==> config.mk <==
export PLATFORM = sky130hd
export DESIGN_NAME = pipe_adder
export DESIGN_NICKNAME = d
export VERILOG_FILES = /design/src/rtl/pipe_adder_pkg.sv /design/src/rtl/pipe_adder_slice.sv /design/src/rtl/pipe_adder.sv
export SDC_FILE = /design/constraint.sdc
export NUM_CORES = 1
export LEC_CHECK = 0
export BUFFER_PORTS_ARGS = -buffer_cell sky130_fd_sc_hd__buf_2
export CAP_MARGIN = 20
export CORE_UTILIZATION = 58
export DETAILED_ROUTE_END_ITERATION = 8
export GPL_TIMING_DRIVEN = 1
export PLACE_DENSITY_LB_ADDON = 0.15
export SETUP_SLACK_MARGIN = 0.5
export SLEW_MARGIN = 10
export SYNTH_ARGS = -nofsm -noshare
export SYNTH_HDL_FRONTEND = slang
export SYNTH_SLANG_ARGS = --single-unit
==> constraint.sdc <==
create_clock -name clk -period 6 [get_ports clk]
set_input_delay 1.2 -clock clk [delete_from_list [all_inputs] [get_ports clk]]
set_output_delay 1.2 -clock clk [all_outputs]
set_load 0.02 [all_outputs]
==> src/rtl/pipe_adder_pkg.sv <==
// Shared helpers for the pipelined adder: slice sizing, geometry check and overflow rule.
package pipe_adder_pkg;

  function automatic int slice_width(input int width, input int stages);
    return width / stages;
  endfunction

  function automatic bit stages_ok(input int width, input int stages);
    return (stages >= 1) && (stages <= width) && ((width % stages) == 0);
  endfunction

  // Signed overflow: carry into the MSB disagrees with carry out of it.
  function automatic logic ovf_calc(input logic cmsb_in, input logic cmsb_out);
    return cmsb_in ^ cmsb_out;
  endfunction

endpackage

==> src/rtl/pipe_adder_slice.sv <==
// Combinational SW-bit ripple of full adders; c_msb_in is the carry into the top bit.
module add_slice #(
  parameter int SW = 8
) (
  input  logic [SW-1:0] a,
  input  logic [SW-1:0] b,
  input  logic          ci,
  output logic [SW-1:0] s,
  output logic          co,
  output logic          c_msb_in
);

  logic carry;

  always_comb begin
    carry    = ci;
    c_msb_in = 1'b0;
    s        = '0;
    for (int i = 0; i < SW; i++) begin
      s[i] = a[i] ^ b[i] ^ carry;
      if (i == SW - 1) c_msb_in = carry;
      carry = (a[i] & b[i]) | (carry & (a[i] ^ b[i]));
    end
    co = carry;
  end

endmodule

==> src/rtl/pipe_adder.sv <==
// Pipelined adder/subtractor: one carry-chained slice per stage, global stall on back-pressure.
// Optional saturation on signed overflow when PIPE_ADDER_SAT_EN is defined (adds port sat).
module pipe_adder
  import pipe_adder_pkg::*;
#(
  parameter int WIDTH  = 32,
  parameter int STAGES = 4
) (
  input  logic             clk,
  input  logic             rst,
  input  logic             in_valid,
  output logic             in_ready,
  input  logic [WIDTH-1:0] a,
  input  logic [WIDTH-1:0] b,
  input  logic             cin,
  input  logic             sub,
`ifdef PIPE_ADDER_SAT_EN
  input  logic             sat,
`endif
  output logic             out_valid,
  input  logic             out_ready,
  output logic [WIDTH-1:0] sum,
  output logic             cout,
  output logic             ovf
);

  localparam int SW = slice_width(WIDTH, STAGES);
  localparam int L  = STAGES - 1;

  if (!stages_ok(WIDTH, STAGES)) begin : g_bad_cfg
    $error("pipe_adder: WIDTH must be a multiple of STAGES and STAGES in 1..WIDTH");
  end

  logic             adv;
  logic [WIDTH-1:0] b_eff;
  logic             c0;
  logic [WIDTH-1:0] sum_raw;

  assign adv      = ~out_valid | out_ready;
  assign in_ready = adv;
  assign b_eff    = sub ? ~b : b;
  assign c0       = sub | cin;

  for (genvar k = 0; k < STAGES; k++) begin : g_stage
    localparam int ACC_W = (k + 1) * SW;
    localparam int REM_W = WIDTH - ACC_W;

    logic             prev_valid;
    logic             take;
    logic [SW-1:0]    a_sl;
    logic [SW-1:0]    b_sl;
    logic [SW-1:0]    s;
    logic             ci;
    logic             co;
    logic [ACC_W-1:0] acc_next;
    logic             valid;
    logic             carry;
    logic [ACC_W-1:0] sum_acc;

    if (k == 0) begin : g_head
      assign prev_valid = in_valid;
      assign a_sl       = a[SW-1:0];
      assign b_sl       = b_eff[SW-1:0];
      assign ci         = c0;
      assign acc_next   = s;
    end else begin : g_body
      assign prev_valid = g_stage[k-1].valid;
      assign a_sl       = g_stage[k-1].g_rem.a_rem[SW-1:0];
      assign b_sl       = g_stage[k-1].g_rem.b_rem[SW-1:0];
      assign ci         = g_stage[k-1].carry;
      assign acc_next   = {s, g_stage[k-1].sum_acc};
    end

    // Data only loads with a valid beat, so bubbles leave the previous result in place.
    assign take = adv & prev_valid;

    always_ff @(posedge clk) begin
      if (rst)      valid <= 1'b0;
      else if (adv) valid <= prev_valid;
    end

    always_ff @(posedge clk) begin
      if (rst) begin
        carry   <= 1'b0;
        sum_acc <= '0;
      end else if (take) begin
        carry   <= co;
        sum_acc <= acc_next;
      end
    end

    if (k < L) begin : g_rem
      logic [REM_W-1:0] a_rem;
      logic [REM_W-1:0] b_rem;
      logic [REM_W-1:0] a_up;
      logic [REM_W-1:0] b_up;

      if (k == 0) begin : g_src_in
        assign a_up = a[WIDTH-1:SW];
        assign b_up = b_eff[WIDTH-1:SW];
      end else begin : g_src_prev
        assign a_up = g_stage[k-1].g_rem.a_rem[REM_W+SW-1:SW];
        assign b_up = g_stage[k-1].g_rem.b_rem[REM_W+SW-1:SW];
      end

      always_ff @(posedge clk) begin
        if (rst) begin
          a_rem <= '0;
          b_rem <= '0;
        end else if (take) begin
          a_rem <= a_up;
          b_rem <= b_up;
        end
      end
    end

    if (k == L) begin : g_last
      logic c_msb;
      logic cmsb_q;

      add_slice #(.SW(SW)) u_slice (
        .a(a_sl), .b(b_sl), .ci(ci), .s(s), .co(co), .c_msb_in(c_msb)
      );

      always_ff @(posedge clk) begin
        if (rst)       cmsb_q <= 1'b0;
        else if (take) cmsb_q <= c_msb;
      end
    end else begin : g_mid
      logic c_msb_unused;

      add_slice #(.SW(SW)) u_slice (
        .a(a_sl), .b(b_sl), .ci(ci), .s(s), .co(co), .c_msb_in(c_msb_unused)
      );
    end

`ifdef PIPE_ADDER_SAT_EN
    logic sat_q;
    logic prev_sat;

    if (k == 0) begin : g_sat_in
      assign prev_sat = sat;
    end else begin : g_sat_prev
      assign prev_sat = g_stage[k-1].sat_q;
    end

    always_ff @(posedge clk) begin
      if (rst)       sat_q <= 1'b0;
      else if (take) sat_q <= prev_sat;
    end
`endif
  end

  assign out_valid = g_stage[L].valid;
  assign cout      = g_stage[L].carry;
  assign ovf       = ovf_calc(g_stage[L].g_last.cmsb_q, g_stage[L].carry);
  assign sum_raw   = g_stage[L].sum_acc;

`ifdef PIPE_ADDER_SAT_EN
  // A negative-looking raw MSB on overflow means both operands were positive.
  always_comb begin
    sum = sum_raw;
    if (g_stage[L].sat_q && ovf) begin
      sum = sum_raw[WIDTH-1] ? {1'b0, {(WIDTH-1){1'b1}}} : {1'b1, {(WIDTH-1){1'b0}}};
    end
  end
`else
  assign sum = sum_raw;
`endif

endmodule

==> run metrics <==
multi-input logic area 3830 µm²; fin. max-slew vios 0; PostCTS Resize Cnt 0; Layout Nets 1032; Tmin final between 4000 and 5000 ps; core footprint 13500 µm²; setup_tns 0 ps; Worst Path Arrival 4780 ps; IO buf count 105; Critical Path RT roughly 6300 ps; Tcrit/Tclk final 0.753; Met2 Wirelength 7850 µm; most common cell after layout, fill and taps aside dfxtp_1; YS warnings 0; Peak VDD IR 0.188 mV; final setup margin between 1000 and 1500 ps; Mapped Cells 886; 1st-iter DRT viols about 560; # clock sinks 185; FILL cells ~1100; CP top delay family adder cells; # H-tree levels 4; CP max FO 4; Detail Route Antenna Nets 0; Routed wire per std cell 15.4 µm; Worst Setup Start Kind primary input; total gr overflow 0; Top Layer Used met4; Achievable Freq 221 MHz; number of global-route vias before repair 5973; die area 14500 µm²; RD Place Congestion 0.891; FF+latch count, synth 185; crit path cell chain buf_2 > xnor2_1 > fa_1 > inv_1 > fa_1 > inv_1 > fa_1 > fa_1 > fa_1 > fa_1 > fa_1 > inv_1 > fa_1 > nand3_1 > a21oi_1; Num CTS Buffers 17; total number of vias 6356; num rows 42; clock buffer depth 2; Synth top area share 0.454; worst path buffer plus inverter count 4; All-Layer GR Usage 0.251; clock-pin slew on the worst setup and hold paths 60 ps; die width 121 µm; status completed; Synth Net Count 988; Clock Tree Root clkbuf_16; Post-DP HPWL ~11000 µm; pre-CTS setup slack 1050 ps; critical path class in2reg; share of layout cells above drive strength 1 0.157; first-pass GRT wire length 28900 µm; Starting Density 0.606; register area 3700 µm²; final setup fails 0; antenna cell count 0; P&R area growth vs syn 11.8%; Slowest Stage Delay on Critical Path 410 ps; leading area contributor after synthesis dfxtp_1; most frequent cell on the critical path fa_1; Mapped Area 8150 µm²; slew at the pin closest to its max-slew limit 1030 ps; CP Capture Type flip-flop; Worst Hold Class reg2reg; top post-synthesis cells by area dfxtp_1 45%, a21oi_1 9.4%, fa_1 7.9%; Max transition margin 0.311; cts hold-fix bufs 0; metal3 WL 784 µm; drt pass-1 iters 5; Post-CTS Setup Inserts 0; Die Ht 121 µm; CTS tree done; most frequent cells in the layout 185 x dfxtp_1, 153 x a21oi_1, 110 x nand3_1, 108 x o21ai_0, 104 x buf_2; Cell variety after synth 24; unrepaired setup endpoints after global routing false; Fin. Hold Viols 0; detailed-route DRC error count 0; MaxCap Viol Count 0; DR vias/cell 5.68; Lkg Pwr 3.56 nW; largest net degree at the start of global routing 120; initial antenna violation count 0; Crit-path slowest cell fa_1; I/O Pins 106; PwrDens roughly 300 nW/µm²; latest clock arrival within the worst-skew pair 420 ps; Routed WL 17300 µm; Mean Syn Cell Area 9.20 µm²; sequential fraction of the synthesis area 0.454; DRT met1 WL 8320 µm; clk_skew roughly 4.7 ps
==> path summary, 6_finish.rpt <==
check / start / endpoint / slack (ps) / cells after the start
min: g_stage[2].sum_acc[15] / sum[15] / 460 / 2
min reg2reg: g_stage[2].sum_acc[15] / sum[15] / 460 / 2
max reg2reg: g_stage[0].carry / g_stage[1].sum_acc[15] / 2130 / 12
max: sub / g_stage[0].sum_acc[7] / 1480 / 15
==> worst register-to-register path, cell delays in order (launching register included) <==
cell and delay [ps]:
dfxtp_1 330, fa_1 420, inv_1 90, fa_1 170
inv_1 50, fa_1 440, fa_1 400, fa_1 410
fa_1 410, fa_1 380, inv_1 80, fa_1 400
a211oi_1 220
==> area by class of cell <==
type                       count  area share
sequential                   185       0.406
inverter                      36      0.0154
clock inverter                 7      0.0123
multi-input combinational    576       0.420
tap                          176      0.0241
timing repair buffer         114      0.0670
clock buffer                  25      0.0554
==> kinds of logic (layout without fill, tap and decap cells) <==
group	Yosys count	in the layout	synth area share
flops	185	185	0.454
fa+ha+maj	32	32	0.0786
buf+inv	125	182	0.0767
compound gates	302	302	0.197
simple gates	177	177	0.118
mux	32	32	0.0393
xor+xnor	33	33	0.0355
==> synthesized netlist by cell type, drive strengths merged <==
cell type	instances
nand2	6
xnor2	30
mux2i	32
a211oi	39
fa	32
inv	36
nor2	5
nor2b	1
xor2	3
o21ai	110
dfxtp	185
clkbuf	44
a21oi	153
buf	45
nand3	110
nand2b	55
==> sequential cells by signal (all words and copies together), names as in the netlist <==
name / cells
g_stage.g_rem.a_rem: 48
g_stage.g_rem.b_rem: 48
g_stage.sum_acc: 48
sum: 32
g_stage.carry: 3
g_stage.valid: 3
cout: 1
g_stage.g_last.cmsb_q: 1
out_valid: 1
==> metal layers <==
metal	GRT usage	up-vias
met2	0.380	193
met3	0.0420	20
li1	-	3138
met4	0.0949	0
met1	0.359	3005
met5	0	-
==> stage by stage <==
step	std cells	area, µm²	util	total power [mW]	hold slack [ps]
finish	1119	9120	0.678	2.68	461
global route	1119	9120	0.678	2.78	486
CTS	1118	9100	0.677	2.70	462
detailed placement	1086	8490	0.631	1.56	455
global placement	1085	8470	0.630	1.55	455
floorplan	886	8150	-	1.49	440
==> report_power, final <==
part	leakage (nW)	internal (mW)	total (mW)	switching (mW)
Combinational	1.75	0.0952	0.227	0.132
Sequential	1.51	1.28	1.30	0.0296
Clock	0.303	0.709	1.15	0.438
Total	3.56	2.08	2.68	0.599
No activity file was read; power rests on OpenSTA's default activity.
